--- src/rtl/alu_pkg.sv ---
`default_nettype none
// ============================================================================
// Module      : alu_pkg
// Description : Shared constants for the ALU issue stage: opcodes, funct
//               codes, ALU operation encodings and command width helper.
// Revision    : 1.0 - initial release
// ============================================================================
package alu_pkg;

  // Opcodes, instr[15:11]
  localparam logic [4:0] c_OP_ALU_R   = 5'b11011;
  localparam logic [4:0] c_OP_ADDI    = 5'b01000;
  localparam logic [4:0] c_OP_SUBI    = 5'b01001;
  localparam logic [4:0] c_OP_XORI    = 5'b01010;
  localparam logic [4:0] c_OP_ANDNI   = 5'b01011;
  localparam logic [4:0] c_OP_SHIFT_R = 5'b11010;
  localparam logic [4:0] c_OP_ROLI    = 5'b10100;
  localparam logic [4:0] c_OP_SLLI    = 5'b10101;
  localparam logic [4:0] c_OP_RORI    = 5'b10110;
  localparam logic [4:0] c_OP_SRLI    = 5'b10111;
  localparam logic [4:0] c_OP_SEQ     = 5'b11100;
  localparam logic [4:0] c_OP_SLT     = 5'b11101;
  localparam logic [4:0] c_OP_SLE     = 5'b11110;
  localparam logic [4:0] c_OP_SCO     = 5'b11111;
  localparam logic [4:0] c_OP_BTR     = 5'b11001;
  localparam logic [4:0] c_OP_LBI     = 5'b11000;

  // Funct codes for the register ALU group, instr[1:0]
  localparam logic [1:0] c_FN_ADD  = 2'b00;
  localparam logic [1:0] c_FN_SUB  = 2'b01;
  localparam logic [1:0] c_FN_XOR  = 2'b10;
  localparam logic [1:0] c_FN_ANDN = 2'b11;

  // ALU operation encodings
  localparam logic [3:0] c_OPER_ROL  = 4'b0000;
  localparam logic [3:0] c_OPER_SLL  = 4'b0001;
  localparam logic [3:0] c_OPER_ROR  = 4'b0010;
  localparam logic [3:0] c_OPER_SRL  = 4'b0011;
  localparam logic [3:0] c_OPER_ADD  = 4'b0100;
  localparam logic [3:0] c_OPER_ANDN = 4'b0101;
  localparam logic [3:0] c_OPER_LBI  = 4'b0110;
  localparam logic [3:0] c_OPER_XOR  = 4'b0111;
  localparam logic [3:0] c_OPER_BTR  = 4'b1000;
  localparam logic [3:0] c_OPER_SEQ  = 4'b1100;
  localparam logic [3:0] c_OPER_SLT  = 4'b1101;
  localparam logic [3:0] c_OPER_SLE  = 4'b1110;
  localparam logic [3:0] c_OPER_SCO  = 4'b1111;

  // Command layout: {in_a, in_b, oper[3:0], cin, inv_a, inv_b, sign}
  localparam int c_CMD_OPER_W = 4;
  localparam int c_CMD_MOD_W  = 4;

  function automatic int cmd_width(input int width);
    return 2 * width + c_CMD_OPER_W + c_CMD_MOD_W;
  endfunction

endpackage : alu_pkg
`default_nettype wire

--- src/rtl/alu_cmd_fifo.sv ---
`default_nettype none
// ============================================================================
// Module      : alu_cmd_fifo
// Description : Generic DEPTH x DATA_W command queue with push/pop and
//               full/empty flags. Head output comes straight from storage
//               flops; when empty it shows the most recently popped entry.
// Revision    : 1.0 - initial release
// ============================================================================
module alu_cmd_fifo #(
  parameter int DEPTH  = 2,
  parameter int DATA_W = 40
) (
  input  logic              clk,
  input  logic              rst_n,
  input  logic              push,
  input  logic [DATA_W-1:0] push_data,
  input  logic              pop,
  output logic              full,
  output logic              empty,
  output logic [DATA_W-1:0] head_data
);

  localparam int c_AW = $clog2(DEPTH);
  localparam int c_CW = $clog2(DEPTH + 1);

  logic [DATA_W-1:0] r_mem [DEPTH];
  logic [c_AW-1:0]   r_wr_ptr;
  logic [c_AW-1:0]   r_rd_ptr;
  logic [c_CW-1:0]   r_count;
  logic [c_AW-1:0]   w_head_idx;
  logic              w_do_push;
  logic              w_do_pop;

  assign full      = (r_count == c_CW'(DEPTH));
  assign empty     = (r_count == '0);
  assign w_do_push = push & ~full;
  assign w_do_pop  = pop & ~empty;

  // Popping never erases a slot, and the slot behind the read pointer can
  // only be rewritten after DEPTH pushes (queue non-empty by then), so when
  // empty that slot still holds the last popped command.
  assign w_head_idx = empty ? (r_rd_ptr - c_AW'(1)) : r_rd_ptr;
  assign head_data  = r_mem[w_head_idx];

  // Storage write on accepted push; cleared on reset
  always_ff @(posedge clk or negedge rst_n) begin
    if (!rst_n) begin
      for (int i = 0; i < DEPTH; i++) r_mem[i] <= '0;
    end else if (w_do_push) begin
      r_mem[r_wr_ptr] <= push_data;
    end
  end

  // Pointers wrap naturally (DEPTH is a power of two); occupancy kept apart
  always_ff @(posedge clk or negedge rst_n) begin
    if (!rst_n) begin
      r_wr_ptr <= '0;
      r_rd_ptr <= '0;
      r_count  <= '0;
    end else begin
      if (w_do_push) r_wr_ptr <= r_wr_ptr + c_AW'(1);
      if (w_do_pop)  r_rd_ptr <= r_rd_ptr + c_AW'(1);
      case ({w_do_push, w_do_pop})
        2'b10:   r_count <= r_count + c_CW'(1);
        2'b01:   r_count <= r_count - c_CW'(1);
        default: r_count <= r_count;
      endcase
    end
  end

endmodule : alu_cmd_fifo
`default_nettype wire

--- src/rtl/alu_issue.sv ---
`default_nettype none
// ============================================================================
// Module      : alu_issue
// Description : Decodes a 16-bit instruction plus register operands into an
//               ALU command, queues it and presents it over valid/ready.
//               Optional macro ALU_ISSUE_CNT_EN adds the issue_cnt port
//               counting issued (popped) commands.
// Revision    : 1.0 - initial release
// ============================================================================
module alu_issue
  import alu_pkg::*;
#(
  parameter int WIDTH = 16,
  parameter int DEPTH = 2
) (
  input  logic             clk,
  input  logic             rst_n,
  input  logic             instr_valid,
  output logic             instr_ready,
  input  logic [15:0]      instr,
  input  logic [WIDTH-1:0] rs_data,
  input  logic [WIDTH-1:0] rt_data,
  output logic             alu_valid,
  input  logic             alu_ready,
  output logic [WIDTH-1:0] in_a,
  output logic [WIDTH-1:0] in_b,
  output logic [3:0]       oper,
  output logic             cin,
  output logic             inv_a,
  output logic             inv_b,
  output logic             sign,
`ifdef ALU_ISSUE_CNT_EN
  output logic [15:0]      issue_cnt,
`endif
  output logic             illegal
);

  localparam int c_CMD_W = cmd_width(WIDTH);

  logic [4:0]         w_opcode;
  logic [1:0]         w_funct;
  logic [WIDTH-1:0]   w_imm5_sext;
  logic [WIDTH-1:0]   w_imm5_zext;
  logic [WIDTH-1:0]   w_imm4_zext;
  logic [WIDTH-1:0]   w_imm8_sext;
  logic [WIDTH-1:0]   w_a;
  logic [WIDTH-1:0]   w_b;
  logic [3:0]         w_oper;
  logic               w_cin;
  logic               w_inv_a;
  logic               w_inv_b;
  logic               w_sign;
  logic               w_legal;
  logic [c_CMD_W-1:0] w_cmd_in;
  logic [c_CMD_W-1:0] w_cmd_head;
  logic               w_full;
  logic               w_empty;
  logic               r_illegal;
  logic               w_unused_ok;

  assign w_opcode    = instr[15:11];
  assign w_funct     = instr[1:0];
  assign w_imm5_sext = {{(WIDTH-5){instr[4]}}, instr[4:0]};
  assign w_imm5_zext = {{(WIDTH-5){1'b0}}, instr[4:0]};
  assign w_imm4_zext = {{(WIDTH-4){1'b0}}, instr[3:0]};
  assign w_imm8_sext = {{(WIDTH-8){instr[7]}}, instr[7:0]};
  assign w_unused_ok = &{1'b0, instr[10:8]};

  // Instruction decode into operands, operation and modifiers
  always_comb begin
    w_a     = rs_data;
    w_b     = rt_data;
    w_oper  = c_OPER_ADD;
    w_cin   = 1'b0;
    w_inv_a = 1'b0;
    w_inv_b = 1'b0;
    w_sign  = 1'b0;
    w_legal = 1'b1;
    case (w_opcode)
      c_OP_ALU_R: begin
        case (w_funct)
          c_FN_ADD: w_oper = c_OPER_ADD;
          // Rt - Rs computed as ~Rs + Rt + 1
          c_FN_SUB: begin w_inv_a = 1'b1; w_cin = 1'b1; end
          c_FN_XOR: w_oper = c_OPER_XOR;
          default:  begin w_oper = c_OPER_ANDN; w_inv_b = 1'b1; end
        endcase
      end
      c_OP_ADDI:  w_b = w_imm5_sext;
      c_OP_SUBI:  begin w_b = w_imm5_sext; w_inv_a = 1'b1; w_cin = 1'b1; end
      c_OP_XORI:  begin w_b = w_imm5_zext; w_oper = c_OPER_XOR; end
      c_OP_ANDNI: begin w_b = w_imm5_zext; w_oper = c_OPER_ANDN; w_inv_b = 1'b1; end
      c_OP_SHIFT_R: w_oper = {2'b00, w_funct};
      c_OP_ROLI, c_OP_SLLI, c_OP_RORI, c_OP_SRLI: begin
        w_b    = w_imm4_zext;
        w_oper = {2'b00, w_opcode[1:0]};
      end
      // Compares subtract Rt from Rs as a signed quantity
      c_OP_SEQ: begin w_oper = c_OPER_SEQ; w_inv_b = 1'b1; w_cin = 1'b1; w_sign = 1'b1; end
      c_OP_SLT: begin w_oper = c_OPER_SLT; w_inv_b = 1'b1; w_cin = 1'b1; w_sign = 1'b1; end
      c_OP_SLE: begin w_oper = c_OPER_SLE; w_inv_b = 1'b1; w_cin = 1'b1; w_sign = 1'b1; end
      c_OP_SCO: w_oper = c_OPER_SCO;
      c_OP_BTR: w_oper = c_OPER_BTR;
      c_OP_LBI: begin w_a = w_imm8_sext; w_b = '0; w_oper = c_OPER_LBI; end
      default:  w_legal = 1'b0;
    endcase
  end

  assign w_cmd_in = {w_a, w_b, w_oper, w_cin, w_inv_a, w_inv_b, w_sign};

  // Illegal opcodes still complete the handshake but are never queued
  alu_cmd_fifo #(
    .DEPTH  (DEPTH),
    .DATA_W (c_CMD_W)
  ) u_cmd_fifo (
    .clk       (clk),
    .rst_n     (rst_n),
    .push      (instr_valid & w_legal),
    .push_data (w_cmd_in),
    .pop       (alu_ready),
    .full      (w_full),
    .empty     (w_empty),
    .head_data (w_cmd_head)
  );

  assign instr_ready = ~w_full;
  assign alu_valid   = ~w_empty;
  assign {in_a, in_b, oper, cin, inv_a, inv_b, sign} = w_cmd_head;
  assign illegal     = r_illegal;

  // One-cycle pulse after an accepted instruction with an unknown opcode
  always_ff @(posedge clk or negedge rst_n) begin
    if (!rst_n) r_illegal <= 1'b0;
    else        r_illegal <= instr_valid & ~w_full & ~w_legal;
  end

`ifdef ALU_ISSUE_CNT_EN
  logic [15:0] r_issue_cnt;

  // Count commands consumed by the ALU stage, wrapping at 16 bits
  always_ff @(posedge clk or negedge rst_n) begin
    if (!rst_n)                      r_issue_cnt <= '0;
    else if (alu_valid && alu_ready) r_issue_cnt <= r_issue_cnt + 16'd1;
  end

  assign issue_cnt = r_issue_cnt;
`endif

endmodule : alu_issue
`default_nettype wire

--- config.mk ---
export PLATFORM = sky130hd
export DESIGN_NAME = alu_issue
export DESIGN_NICKNAME = d
export VERILOG_FILES = /design/src/rtl/alu_pkg.sv /design/src/rtl/alu_cmd_fifo.sv /design/src/rtl/alu_issue.sv
export SDC_FILE = /design/constraint.sdc
export NUM_CORES = 1
export LEC_CHECK = 0
export CAP_MARGIN = 0
export CELL_PAD_IN_SITES_DETAIL_PLACEMENT = 0
export CELL_PAD_IN_SITES_GLOBAL_PLACEMENT = 1
export CORE_AREA = 2 2 114 116
export DETAILED_ROUTE_END_ITERATION = 8
export DIE_AREA = 0 0 116 118
export PLACE_DENSITY_LB_ADDON = 0.1
export SLEW_MARGIN = 20
export SYNTH_ARGS = -nofsm -noshare
export SYNTH_HDL_FRONTEND = slang
export SYNTH_SLANG_ARGS = --single-unit
--- constraint.sdc ---
create_clock -name clk -period 2.2 [get_ports clk]
set_input_delay 0.66 -clock clk [delete_from_list [all_inputs] [get_ports clk]]
set_output_delay 0.66 -clock clk [all_outputs]
set_load 0.02 [all_outputs]
======== Yosys cells after proc, flatten, opt, wreduce, memory -nomap -nowiden ========
Cells that the tools add are included.
storage, ports and cells
  register bits after elaboration ......... 85
  bits in latches ......................... 0
  bits in writable memories ............... 0
  memory bits (read-only) ................. 0
  bits of input ports ..................... 52
  output and inout bits ................... 43
  word-level logic and storage cells ...... 77
  memories kept ........................... 0
cells by class
  $add $sub $neg .......................... 5
  multipliers ............................. 0
  div/mod/pow operators ................... 0
  magnitude comparators ................... 3
  equality and inequality tests ........... 21
  shift operators ......................... 0
  mux-type cells .......................... 19
  bitwise logic cells ..................... 10
  reduce and logical (&&, ||, !) cells .... 13
operator list
  operator             count
  $mux 40              4
  $bwmux 80            1
  $pmux 16 s4          1
  $eq 5x5->1 const B   12
  $pmux 4 s11          1
  $demux 40 s1         1
  $eq 5x4->1 const B   4
  $mux 16              1
  $reduce_or 16->1     1
  $reduce_or 4->1      3
  $pmux 2 s2           2
  $eq 2x2->1 const B   3
  $pmux 1 s2           3
  $reduce_or 2->1      3
  $reduce_or 3->1      2
  $and 1x1->1          5
  $mux 1               5
  $eq 2x1->1 const B   2
  $ge 2x2->1 const B   2
  $logic_not 2->1      2
  $not 1->2            2
  $not 1->1            3
  $add 1x1->1 const B  2
  $add 2x1->2 const B  1
  5 further kinds      5

======== Logic depth before layout (Yosys ltp) ========
  word-level depth ........................ 7
  depth in mapped cells ................... 8
  gate-level depth less buffers ........... 7

======== Hierarchy ========
A second synthesis with hierarchy kept.
second synthesis, totals
  cell total of the unflattened synthesis .. 323
  area, all modules ....................... 4,352.9 um^2
modules (own cells, without submodules)
  module        instances  cells each  area an instance (um^2)  sequential area each (um^2)
  alu_cmd_fifo  1          232         3,669.8                  2,102.0
  alu_issue     1          91          683.2                    25.0

======== Worst setup path before layout ========
OpenSTA, ideal clock, no wires.
  path type ............................... register to output
  from .................................... register u_cmd_fifo.r_count[0]
  to ...................................... output port oper[3]
  arrival time ............................ 1,528 ps
  required time ........................... 1,540 ps
  setup slack ............................. 12 ps
  cell stages (with the launch flop) ...... 5
  buffers on the path ..................... 1
  cell sequence ........................... dfrtp_1 or2_4 xor2_4 buf_6 mux2i_1
on the way
  cells in the longest elaborated chain, start to end .. 6
ends and longest elaborated chain
  what                                        line                RTL
  start: declaration                          alu_cmd_fifo.sv:29  logic [c_CW-1:0] r_count;
  start signal: assignment                    alu_cmd_fifo.sv:64  2'b10: r_count <= r_count + c_CW'(1);
  start signal: assignment                    alu_cmd_fifo.sv:65  2'b01: r_count <= r_count - c_CW'(1);
  start signal: assignment                    alu_cmd_fifo.sv:66  default: r_count <= r_count;
  $logic_not 2->1                             alu_cmd_fifo.sv:35  assign empty = (r_count == '0);
  $mux 1                                      alu_cmd_fifo.sv:42  assign w_head_idx = empty ? (r_rd_ptr - c_AW'(1)) : r_rd_ptr;
  $not 1->2 (implied by the code)             alu_cmd_fifo.sv:43  assign head_data = r_mem[w_head_idx];
  $mux 40 (implied by the code) (3 in a row)  alu_cmd_fifo.sv:43
  end: declaration                            alu_issue.sv:27     output logic [3:0] oper,
Every way passes these cells. The select of a mux whose other input is x is not followed.

======== Worst setup path after layout ========
  from .................................... register u_cmd_fifo.r_count[0]
  to ...................................... output port in_b[4]
on the way
  cells in the longest elaborated chain, start to end .. 6
ends and longest elaborated chain
  what                                        line                RTL
  $logic_not 2->1                             alu_cmd_fifo.sv:35
  $mux 1                                      alu_cmd_fifo.sv:42
  $not 1->2 (implied by the code)             alu_cmd_fifo.sv:43
  $mux 40 (implied by the code) (3 in a row)  alu_cmd_fifo.sv:43
  end: declaration                            alu_issue.sv:26     output logic [WIDTH-1:0] in_b,
Every way passes these cells. The select of a mux whose other input is x is not followed.

==> run_results.csv <==
group,metric,value,unit
layout,area_growth,39.74,%
worst_setup_path,worstSetupPathType,"reg2out",
synthesis,ys_seq_elements,85,
layout,multiInputGateArea,2529,um2
worst_setup_path,crit_top_cell,"buf_12",
global_routing,grt_pass1_wl,25650,um
power_and_ir_drop,power.density,1757,nW/um2
global_routing,grt_usage,24.28,%
synthesis,synthCells,446,
cts,clkTransAtPathRegs,0.06,ns
cts,root_buffer,"clkbuf_16",
routing,ant_nets,0,
sta,setup_viol,40,
worst_setup_path,slowest_delay,0.37,ns
synthesis,yosysWarningCount,0,
worst_setup_path,startpoint_type,"flip-flop",
routing,wl_per_cell,21.39,um
floorplan,die_w,116,um
synthesis,async_flop_share,100.0,%
layout,layout_commonest_cell,"dfrtp_1",
floorplan,die-area,13690,um2
synthesis,synth_area,4898,um2
placed_design,place_ws,-0.4734,ns
worst_setup_path,worstPathArrival,1.98,ns
floorplan,fp.dieH,118,um
sta,setup_ws,-0.4372,ns
sta,hold_viol,0,
outcome,violations,"negative setup slack",
worst_setup_path,worstPathRequired,1.54,ns
routing,first_pass_iters,4,
routing,drt-vias-per-instance,6.108,
synthesis,synth-main-ff-cell,"dfrtp_1",
layout,layout_common_cells,"dfrtp_1 (85), a41oi_1 (72), a31oi_1 (72), buf_4 (60), clkdlybuf4s50_1 (47)",
sta,fmax,379.2,MHz
outcome,status,"complete, but fails checks",
routing,drt_iter0_markers,338,
floorplan,ioPinCount,95,
sta,drv_slew,0,
synthesis,synth-edff-count,0,
sta,worstMarginPinSlew,0.4264,ns
cts,htreeDepth,3,
floorplan,initial_core_util,39.46,%
cts,cts-buffers-inserted,9,
worst_setup_path,end_kind,"primary output",
synthesis,ys_seq_area_share,43.42,%
floorplan,core-area,12410,um2
routing,vias,4483,
synthesis,syn-num-nets,499,
sta,clock_skew,0.006428,ns
layout,seqCellArea,2127,um2
global_routing,antenna_found_initial,0,
sta,min_period_over_period,119.9,%
sta,fin_hold_ws,0.1640,ns
floorplan,rows,41,
placed_design,place.gp.congestion,0.7758,
cts,clk_path_buf_depth,2,
sta,rsz0062_at_grt,"yes",
worst_setup_path,path_cells,"or2_4, xor2_4, buf_12, buf_12, mux2_4, buf_6",
power_and_ir_drop,p_leak,0.002764,uW
layout,diodes,0,
placed_design,dpl.hpwl,10040,um
global_routing,grt_pass1_vias,4741,
cts,worstSkewPairLatency,0.35,ns
cts,cts_tree,"yes",
placed_design,port_buffers,91,
layout,fillCellCount,1125,
synthesis,yosys.cell_types.count,50,
routing,drcViolationCount,0,
power_and_ir_drop,vdd_ir_drop_max,868.4,uV
cts,ctsHoldBuffers,0,
worst_hold_path,hold_class,"in2async",
routing,drt-total-wl,15700,um
global_routing,grt-ovfl-total,0,
layout,final_cells,734,
cts,clock-sinks,85,
sta,slew_headroom,71.58,%
placed_design,place_inst,711,
power_and_ir_drop,p_total,12030,uW
worst_setup_path,cp_slowest_cell,"dfrtp_1",
job,cap_viol_max_count,0,
sta,period_needed,2.637,ns
layout,fin_util,55.14,%
layout,drive_gt1_share,32.21,%
global_routing,grt_max_degree,52,
layout,num-nets-final,611,
synthesis,avgSynthCellArea,10.98,um2
worst_setup_path,crit_fanout,8,
-- metrics by stage --
stage / area [um2] / setup TNS [ns]
after floorplan: 4898 / 0
after global placement: 6238 / -27.96
after detailed placement: 6238 / -29.90
after CTS: 6855 / -17.01
after global routing: 6845 / -18.27
final: 6845 / -15.87
-- power breakdown --
| group | internal (uW) | switching [uW] | leakage [uW] |
|---|---|---|---|
| clock | 787 | 596 | 0.000129 |
| combinational | 4210 | 3680 | 0.00166 |
| sequential | 2320 | 434 | 0.000971 |
| total | 7320 | 4710 | 0.00276 |
-- path summary, 6_finish.rpt --
| path | from | to | slack, ns | depth (start not counted) |
|---|---|---|---|---|
| max | u_cmd_fifo.r_count[0] | in_b[4] | -0.44 | 6 |
| min | rst_n | u_cmd_fifo.r_rd_ptr | 0.16 | 1 |
| max reg2reg | u_cmd_fifo.r_count[1] | u_cmd_fifo.r_mem[40] | 0.46 | 6 |
| min reg2reg | u_cmd_fifo.r_mem[42] | u_cmd_fifo.r_mem[42] | 0.50 | 1 |
| max in group asynchronous | rst_n | u_cmd_fifo.r_mem[53] | 1.48 | 2 |
| min in group clk | u_cmd_fifo.r_mem[42] | u_cmd_fifo.r_mem[42] | 0.50 | 1 |
-- worst max-delay path, delay by kind of cell (launching register included) --
| family | cells | cell delay [ns] |
|---|---|---|
| simple gates | 1 | 0.28 |
| buf+inv | 3 | 0.46 |
| mux | 1 | 0.33 |
| flops | 1 | 0.37 |
| xor+xnor | 1 | 0.19 |
-- cell families after synthesis --
logic type | after synthesis | synth area share [%]
AOI/OAI and AO/OA | 195 | 29.02
DFF | 85 | 43.42
buffers and inverters | 70 | 7.944
muxes | 48 | 11.26
and+or+nand+nor | 40 | 6.463
xor gates and xnor gates | 7 | 1.635
adders and majority gates | 1 | 0.2554
-- cells in the mapped netlist (2+ instances only) --
cell type  number  share of area [%]
a31oi_1        72                9.2
a41oi_1        72                 13
and2_1          2               0.26
and3b_1         2               0.36
buf_1           2               0.15
buf_2          26                2.7
buf_4           7                1.1
buf_6           9                2.1
clkbuf_1       18                1.4
dfrtp_1        85                 43
inv_1           7               0.54
mux2_1          2               0.46
mux2_2         41                9.4
mux2i_1         3               0.61
nand2_1         2               0.15
nand2b_1        3               0.38
nand3_1         8               0.82
nand3b_1        3               0.46
nor2_1          3               0.23
nor2b_1         3               0.38
nor4_4          2               0.87
o211ai_1       19                2.9
o21ai_0        17                1.7
o21ai_1         5               0.51
o41ai_1         4               0.72
xnor2_1         4               0.72
xor2_1          2               0.36
-- sequential cells by signal (all words and copies together) (netlist names) --
register	count
u_cmd_fifo.r_mem	80
u_cmd_fifo.r_count	2
illegal	1
u_cmd_fifo.r_rd_ptr	1
u_cmd_fifo.r_wr_ptr	1
-- layer usage --
| metal | vias up | track usage (%) | part of all wire [%] |
|---|---|---|---|
| met5 | - | 0 | 0 |
| met4 | 0 | 8.557 | 1.6 |
| met3 | 21 | 3.399 | 4.9 |
| met2 | 140 | 40.06 | 50 |
| met1 | 2274 | 32.35 | 44 |
| li1 | 2048 | - | - |
-- timing repair --
item                                    in CTS  in global routing
gates resized for setup                    289                  1
endpoints found under the hold margin        0                  0
gates cloned                                 4                  0
pin swaps                                    1                  0
endpoints found under the setup margin      42                 40
buffers inserted                             7                  0
-- area by class of cell --
type | instances | area share (%)
timing repair buffer | 163 | 24.60
inverter | 8 | 0.4387
multi-input combinational | 291 | 36.94
clock inverter | 2 | 0.1462
tap | 172 | 3.144
clock buffer | 13 | 3.656
sequential | 85 | 31.07
(Power assumes the default switching activity.)
